==> src/rtl/decoder.sv <==
// RV32I decode stage: pops the iq head, decodes it and holds the result in one output register (latency 1).
// Define DC_ILLEGAL_CHECK_EN to flag illegal encodings as op 63; otherwise they decode as NOP.
module decoder #(
  parameter int XLEN = 32,
  parameter int OP_W = 6
) (
  input  logic            clk,
  input  logic            rst,
  input  logic            rdy,
  input  logic            is_empty_from_iq,
  input  logic [XLEN-1:0] instr_from_iq,
  input  logic [XLEN-1:0] pc_from_iq,
  input  logic            is_stall_from_rob,
  input  logic            is_exception_from_rob,
  output logic            is_receive_to_iq,
  output logic            is_valid_to_rob,
  output logic [OP_W-1:0] op_to_rob,
  output logic [4:0]      rd_to_rob,
  output logic [4:0]      rs1_to_rob,
  output logic [4:0]      rs2_to_rob,
  output logic [XLEN-1:0] imm_to_rob,
  output logic [XLEN-1:0] pc_to_rob,
  output logic            is_illegal_to_rob
);

  localparam logic [6:0] OPC_LUI = 7'b0110111, OPC_AUIPC = 7'b0010111, OPC_JAL = 7'b1101111,
                         OPC_JALR = 7'b1100111, OPC_BR = 7'b1100011, OPC_LD = 7'b0000011,
                         OPC_ST = 7'b0100011, OPC_OPI = 7'b0010011, OPC_OP = 7'b0110011,
                         OPC_FENCE = 7'b0001111, OPC_SYS = 7'b1110011;

  logic [XLEN-1:0] ins;
  logic [6:0]      opc;
  logic [2:0]      f3;
  logic [XLEN-1:0] imm_i, imm_s, imm_b, imm_u, imm_j, imm_sh;

  assign ins    = instr_from_iq;
  assign opc    = ins[6:0];
  assign f3     = ins[14:12];
  assign imm_i  = {{20{ins[31]}}, ins[31:20]};
  assign imm_s  = {{20{ins[31]}}, ins[31:25], ins[11:7]};
  assign imm_b  = {{19{ins[31]}}, ins[31], ins[7], ins[30:25], ins[11:8], 1'b0};
  assign imm_u  = {ins[31:12], 12'b0};
  assign imm_j  = {{11{ins[31]}}, ins[31], ins[19:12], ins[20], ins[30:21], 1'b0};
  assign imm_sh = {27'b0, ins[24:20]};

  logic [OP_W-1:0] op_d;
  logic [4:0]      rd_d, rs1_d, rs2_d;
  logic [XLEN-1:0] imm_d;
  logic            bad_d;

  // Fields are only filled on recognised encodings, so a bad opcode/funct3 leaves them all zero.
  always_comb begin
    op_d  = '0;
    rd_d  = '0;
    rs1_d = '0;
    rs2_d = '0;
    imm_d = '0;
    bad_d = 1'b0;
    case (opc)
      OPC_LUI:   begin op_d = OP_W'(1); rd_d = ins[11:7]; imm_d = imm_u; end
      OPC_AUIPC: begin op_d = OP_W'(2); rd_d = ins[11:7]; imm_d = imm_u; end
      OPC_JAL:   begin op_d = OP_W'(3); rd_d = ins[11:7]; imm_d = imm_j; end
      OPC_JALR: begin
        if (f3 == 3'b000) begin
          op_d = OP_W'(4); rd_d = ins[11:7]; rs1_d = ins[19:15]; imm_d = imm_i;
        end else bad_d = 1'b1;
      end
      OPC_BR: begin
        if (f3 == 3'b010 || f3 == 3'b011) bad_d = 1'b1;
        else begin
          case (f3)
            3'b000:  op_d = OP_W'(5);
            3'b001:  op_d = OP_W'(6);
            3'b100:  op_d = OP_W'(7);
            3'b101:  op_d = OP_W'(8);
            3'b110:  op_d = OP_W'(9);
            default: op_d = OP_W'(10);
          endcase
          rs1_d = ins[19:15]; rs2_d = ins[24:20]; imm_d = imm_b;
        end
      end
      OPC_LD: begin
        if (f3 == 3'b011 || f3 == 3'b110 || f3 == 3'b111) bad_d = 1'b1;
        else begin
          op_d  = (f3[2]) ? OP_W'(14 + {2'b0, f3[0]}) : OP_W'(11 + {1'b0, f3[1:0]});
          rd_d  = ins[11:7]; rs1_d = ins[19:15]; imm_d = imm_i;
        end
      end
      OPC_ST: begin
        if (f3[2] || f3 == 3'b011) bad_d = 1'b1;
        else begin
          op_d  = OP_W'(16 + {1'b0, f3[1:0]});
          rs1_d = ins[19:15]; rs2_d = ins[24:20]; imm_d = imm_s;
        end
      end
      OPC_OPI: begin
        rd_d = ins[11:7]; rs1_d = ins[19:15]; imm_d = imm_i;
        case (f3)
          3'b000: op_d = OP_W'(19);
          3'b010: op_d = OP_W'(20);
          3'b011: op_d = OP_W'(21);
          3'b100: op_d = OP_W'(22);
          3'b110: op_d = OP_W'(23);
          3'b111: op_d = OP_W'(24);
          3'b001: begin op_d = OP_W'(25); imm_d = imm_sh; end
          default: begin op_d = ins[30] ? OP_W'(27) : OP_W'(26); imm_d = imm_sh; end
        endcase
      end
      OPC_OP: begin
        rd_d = ins[11:7]; rs1_d = ins[19:15]; rs2_d = ins[24:20];
        case (f3)
          3'b000: op_d = ins[30] ? OP_W'(29) : OP_W'(28);
          3'b001: op_d = OP_W'(30);
          3'b010: op_d = OP_W'(31);
          3'b011: op_d = OP_W'(32);
          3'b100: op_d = OP_W'(33);
          3'b101: op_d = ins[30] ? OP_W'(35) : OP_W'(34);
          3'b110: op_d = OP_W'(36);
          default: op_d = OP_W'(37);
        endcase
      end
      OPC_FENCE, OPC_SYS: op_d = '0;
      default: bad_d = 1'b1;
    endcase
  end

  logic [OP_W-1:0] op_c;
  logic            ill_c;
`ifdef DC_ILLEGAL_CHECK_EN
  logic need_f7;
  assign need_f7 = (opc == OPC_OP) || (opc == OPC_OPI && f3[1:0] == 2'b01);
  assign ill_c   = bad_d || (need_f7 && ins[31:25] != 7'h00 && ins[31:25] != 7'h20);
  assign op_c    = ill_c ? {OP_W{1'b1}} : op_d;
`else
  assign ill_c = 1'b0;
  assign op_c  = bad_d ? '0 : op_d;
`endif

  logic            valid_q, ill_q;
  logic [OP_W-1:0] op_q;
  logic [4:0]      rd_q, rs1_q, rs2_q;
  logic [XLEN-1:0] imm_q, pc_q;
  logic            pop;

  assign pop = rdy && !is_empty_from_iq && !is_exception_from_rob
               && (!valid_q || !is_stall_from_rob);

  always_ff @(posedge clk or posedge rst) begin
    if (rst) begin
      valid_q <= 1'b0; op_q <= '0; rd_q <= '0; rs1_q <= '0; rs2_q <= '0;
      imm_q <= '0; pc_q <= '0; ill_q <= 1'b0;
    end else if (rdy) begin
      if (is_exception_from_rob) begin
        valid_q <= 1'b0;
      end else if (pop) begin
        valid_q <= 1'b1;
        op_q    <= op_c;
        rd_q    <= ill_c ? 5'd0 : rd_d;
        rs1_q   <= ill_c ? 5'd0 : rs1_d;
        rs2_q   <= ill_c ? 5'd0 : rs2_d;
        imm_q   <= ill_c ? '0 : imm_d;
        pc_q    <= pc_from_iq;
        ill_q   <= ill_c;
      end else if (!(valid_q && is_stall_from_rob)) begin
        valid_q <= 1'b0;
      end
    end
  end

  assign is_receive_to_iq  = pop;
  assign is_valid_to_rob   = valid_q;
  assign op_to_rob         = op_q;
  assign rd_to_rob         = rd_q;
  assign rs1_to_rob        = rs1_q;
  assign rs2_to_rob        = rs2_q;
  assign imm_to_rob        = imm_q;
  assign pc_to_rob         = pc_q;
  assign is_illegal_to_rob = ill_q;

endmodule

==> config.mk <==
export PLATFORM = sky130hd
export DESIGN_NAME = decoder
export DESIGN_NICKNAME = d
export VERILOG_FILES = /design/src/rtl/decoder.sv
export SDC_FILE = /design/constraint.sdc
export NUM_CORES = 1
export LEC_CHECK = 0
export ABC_AREA = 1
export BUFFER_PORTS_ARGS = -buffer_cell sky130_fd_sc_hd__buf_2
export CAP_MARGIN = 10
export CELL_PAD_IN_SITES_DETAIL_PLACEMENT = 0
export CELL_PAD_IN_SITES_GLOBAL_PLACEMENT = 2
export CORE_MARGIN = 1
export CORE_UTILIZATION = 29
export DETAILED_ROUTE_END_ITERATION = 10
export PLACE_DENSITY = 0.87
export SYNTH_ARGS = -nofsm -noshare
export SYNTH_HDL_FRONTEND = slang
export SYNTH_SLANG_ARGS = --single-unit
export TNS_END_PERCENT = 30
==> constraint.sdc <==
create_clock -name clk -period 3.7 [get_ports clk]
set_input_delay 0.185 -clock clk [delete_from_list [all_inputs] [get_ports clk]]
set_output_delay 0.185 -clock clk [all_outputs]
set_load 0.02 [all_outputs]
==> results.md <==
Route:
- The number of vias in the routed layout is approximately 5.0k.
- The wire length per cell after detailed routing is around 15 um.
- Once detail routing completed, the nets flagged for antenna violations numbered 0.
- The detailed router finished its first iteration with around 380 violations.
- The count of TritonRoute iterations in the first routing pass is 5.
- The residual DRC count is 0.
- The via density per instance is around 4.6.
- The total wire length after detailed routing is between 15,000 and 20,000 um.

Placed design:
- Summed over all nets, the half-perimeter wirelength after detailed placement is 11,600 um.
- In this run the cell area measured after placement is 5870 um^2.
- At the placement stage, the worst setup path has a slack of roughly 1.3 ns.
- The routability congestion estimate from global placement is between 0.8 and 0.9.
- The count of input and output buffers is ~160.
- The cell count after placement is 1,070.

Worst setup path:
- The top cell family by delay on the critical path is buffers and inverters.
- The setup path with the least slack is of type reg -> out.
- At the worst endpoint, the required time is 3.51 ns.
- The startpoint class of the critical path is a register.
- Counting cells, the worst reg-to-reg path comes to 6.
- The slowest stage of the critical path belongs to the cell sky130_fd_sc_hd__and2_2.
- The critical path crosses 4 cells after its start point.
- The capturing element type of the critical path is a primary output.
- The signal on the critical path passes through nand2_1, and2_2, buf_4, buf_2.
- The signal arrival time at the worst endpoint is around 2.0 ns.
- The critical path contains buffers and inverters numbering 2 combined.
- The delay of the slowest cell on the worst path is 0.52 ns.
- The maximum fanout encountered on the critical timing path is 29.

STA:
- The setup violation total in the final timing report is 0.
- The worst hold slack after final layout is approximately 0.032 ns.
- The final worst slack is about 1.5 ns.
- Headroom to the max-slew limit came out at 0.347.
- The final-report max-slew violation count is 0.
- Across the routed clock network, the largest skew measured is 0.00650 ns.
- For the pin with the worst max-slew slack, the measured transition is between 0.9 and 1 ns.
- The final hold violation count is 0.
- The post-route setup TNS is 0 ns.
- Setup repair after global routing left no endpoint under its margin.
- Dividing the final minimum period by the clock period gives 0.590.
- The minimum period implied by the final worst setup slack is 2.18 ns.
- The maximum clock frequency is 458 MHz.

GRT:
- The first global-routing pass estimated 25,800 um of wire.
- Across every metal layer, demand over resource in global routing totals 0.188.
- After global routing the overflow that remains totals 0.
- The number of antenna violations at the first check in global routing came to 0.
- The via count of the first global-routing pass is about 4.7k.
- The pin count of the biggest net entering global routing is 50.

Logic synthesis:
- For this run, the register share of the synthesized area comes to 0.437.
- The post-synthesis instance area is approximately 4900 um^2.
- For this run, asynchronously set or reset flops after synthesis account for 1.00.
- Yosys printed 0 warnings.
- The number of flops mapped to enable cells by yosys is 0.
- For this run, the leading register cell type out of synthesis is sky130_fd_sc_hd__dfrtp_1.
- Counting distinct cell types in the post-synthesis netlist gives 30.
- The number of nets in the synthesized netlist is 797.
- Dividing the synthesized area by the synthesized cell count gives around 6.8 um^2.
- Synthesis produced a little over 700 cells.
- Counting flops and latches in the post-synthesis netlist gives 86.

Die:
- The top-level I/O count is ~160.
- The row count is 47.
- The initial utilization of the core area, before any placement, comes to 0.297.
- The floorplan die width is ~130 um.
- The core region is between 15,000 and 20,000 um^2.
- The die area is roughly 18,000 um^2.
- Measured along the y axis, the die boundary spans 132 um.

Clock tree:
- The number of gates resized after CTS was 0.
- The register clock-pin slew on the reported worst setup and hold paths is about 0.060 ns.
- The clock latency of the later-clocked register in the worst-skew pair is 0.35 ns.
- The total setup buffers inserted after CTS is 0.
- The number of levels the H-tree was split into is 3.
- No sink is reached through more buffers than the 2 on the longest clock path.
- TritonCTS built the clock tree.
- The tree is rooted in a sky130_fd_sc_hd__clkbuf_16.
- The clock sink count is 86.
- In this run, CTS created clock tree buffers numbering 9.

Finish:
- The ratio of cells with drive above 1 in the final layout is 0.232.
- Leaving out fill and tap cells, the most frequent cell in the layout is sky130_fd_sc_hd__nand2_1.
- After routing the design area is approximately 6000 um^2.
- At the end of the flow, the number of nets in the layout was ~940.
- Compared with the post-synthesis result, the final layout area differs by 25.2%.
- The filler cells instantiated in the layout total between 1.5k and 2k.
- Leaving out fill and tap cells, the most frequent cells in the layout are sky130_fd_sc_hd__nand2_1 (328), sky130_fd_sc_hd__buf_2 (156), sky130_fd_sc_hd__dfrtp_1 (86).
- The count of cells in the finished layout, fillers not included, comes to 1,086.
- 0 antenna diodes ended up in the layout.

Flow run:
- Across the run, the number of max-cap violations was 0.

Min path:
- The kind of path behind the tightest hold check is in -> reg.
- The number of cells on the worst hold path is 3.

Outcome:
- The run finished with clean final reports.

Power:
- The highest ir drop seen on vdd is 0.000210 V.
- Power spread over the standard cell area amounts to 396 nW/um^2.
- The leakage power of the design is ~0.0037 uW.
[synthesized netlist by cell type, types with 4 or more instances]
cell | instances | area share
sky130_fd_sc_hd__a21oi_1 | 17 | 0.017
sky130_fd_sc_hd__nor2_1 | 55 | 0.042
sky130_fd_sc_hd__o22ai_1 | 9 | 0.011
sky130_fd_sc_hd__inv_1 | 56 | 0.043
sky130_fd_sc_hd__nand2_2 | 5 | 0.0064
sky130_fd_sc_hd__nand4_1 | 10 | 0.013
sky130_fd_sc_hd__nor3_1 | 8 | 0.0081
sky130_fd_sc_hd__dfrtp_1 | 86 | 0.44
sky130_fd_sc_hd__ha_1 | 7 | 0.018
sky130_fd_sc_hd__nand2_1 | 328 | 0.25
sky130_fd_sc_hd__inv_2 | 6 | 0.0046
sky130_fd_sc_hd__a31oi_1 | 4 | 0.0051
sky130_fd_sc_hd__buf_4 | 4 | 0.0061
sky130_fd_sc_hd__clkbuf_1 | 7 | 0.0053
sky130_fd_sc_hd__o21ai_0 | 21 | 0.021
sky130_fd_sc_hd__o21ai_1 | 4 | 0.0041
sky130_fd_sc_hd__nand3_1 | 55 | 0.056
sky130_fd_sc_hd__buf_2 | 15 | 0.015
sky130_fd_sc_hd__nor2_2 | 4 | 0.0051
[tightest hold or removal path: cells and delay by family]
kind                   cells  cell delay (ns)
AND/OR/NAND/NOR            2             0.09
buffers and inverters      1             0.07
[path summary, 6_finish.rpt]
check | from | endpoint | slack [ns]
worst max-delay path | is_valid_to_rob | is_receive_to_iq | 1.52
worst min-delay path | pc_from_iq[9] | pc_to_rob[9] | 0.03
worst max register to register | is_valid_to_rob | rs2_to_rob[3] | 1.58
worst min register to register | pc_to_rob[18] | pc_to_rob[18] | 0.46
max in group asynchronous | rst | imm_to_rob[5] | 2.44
min in group asynchronous | rst | pc_to_rob[9] | 0.49
[logic make-up after synthesis]
logic type	Yosys count	share of synthesized area
simple gates	471	0.392
buf+inv	94	0.0831
flops	86	0.437
compound gates	60	0.0676
fa+ha+maj	7	0.0178
xor+xnor	1	0.00178
other cells	1	0.000761
[per-stage QoR]
stage,utilization,power (uW)
3_3_place_gp,0.354,1550
2_1_floorplan,-,1360
3_5_place_dp,0.354,1550
5_1_grt,0.372,2560
6_report,0.372,2440
4_1_cts,0.372,2480
[metal layers]
layer,track usage,routed length [um]
met1,0.262,7720
met2,0.292,7280
met3,0.0373,857
met4,0.0562,276
met5,0,0
[flip-flops by register name, summed over array words and instances, names as in the netlist]
| name | flops |
|---|---|
| op_to_rob | 6 |
| rd_to_rob | 5 |
| is_valid_to_rob | 1 |
| imm_to_rob | 32 |
| rs2_to_rob | 5 |
| rs1_to_rob | 5 |
| pc_to_rob | 32 |
[power by group]
part / switching [uW] / total (uW) / internal (uW)
clock: 373 / 909 / 536
sequential: 38.5 / 1060 / 1020
combinational: 327 / 474 / 147
total: 739 / 2440 / 1710
[timing repair]
item | 4_1_cts | 5_1_grt
hold endpoints to repair | 40 | 0
hold buffers | 1 | 0
endpoints found under the setup margin | 0 | 0
[cell type report]
type	count	area (um^2)	area share
multi-input cells	540	2370	0.384
inverters	62	234	0.0379
well taps	220	275	0.0446
flip-flops and latches	86	2150	0.349
clock buffers	11	243	0.0394
clock inverters	4	47.5	0.00771
repair buffers	163	848	0.138
(Power assumes the default switching activity.)
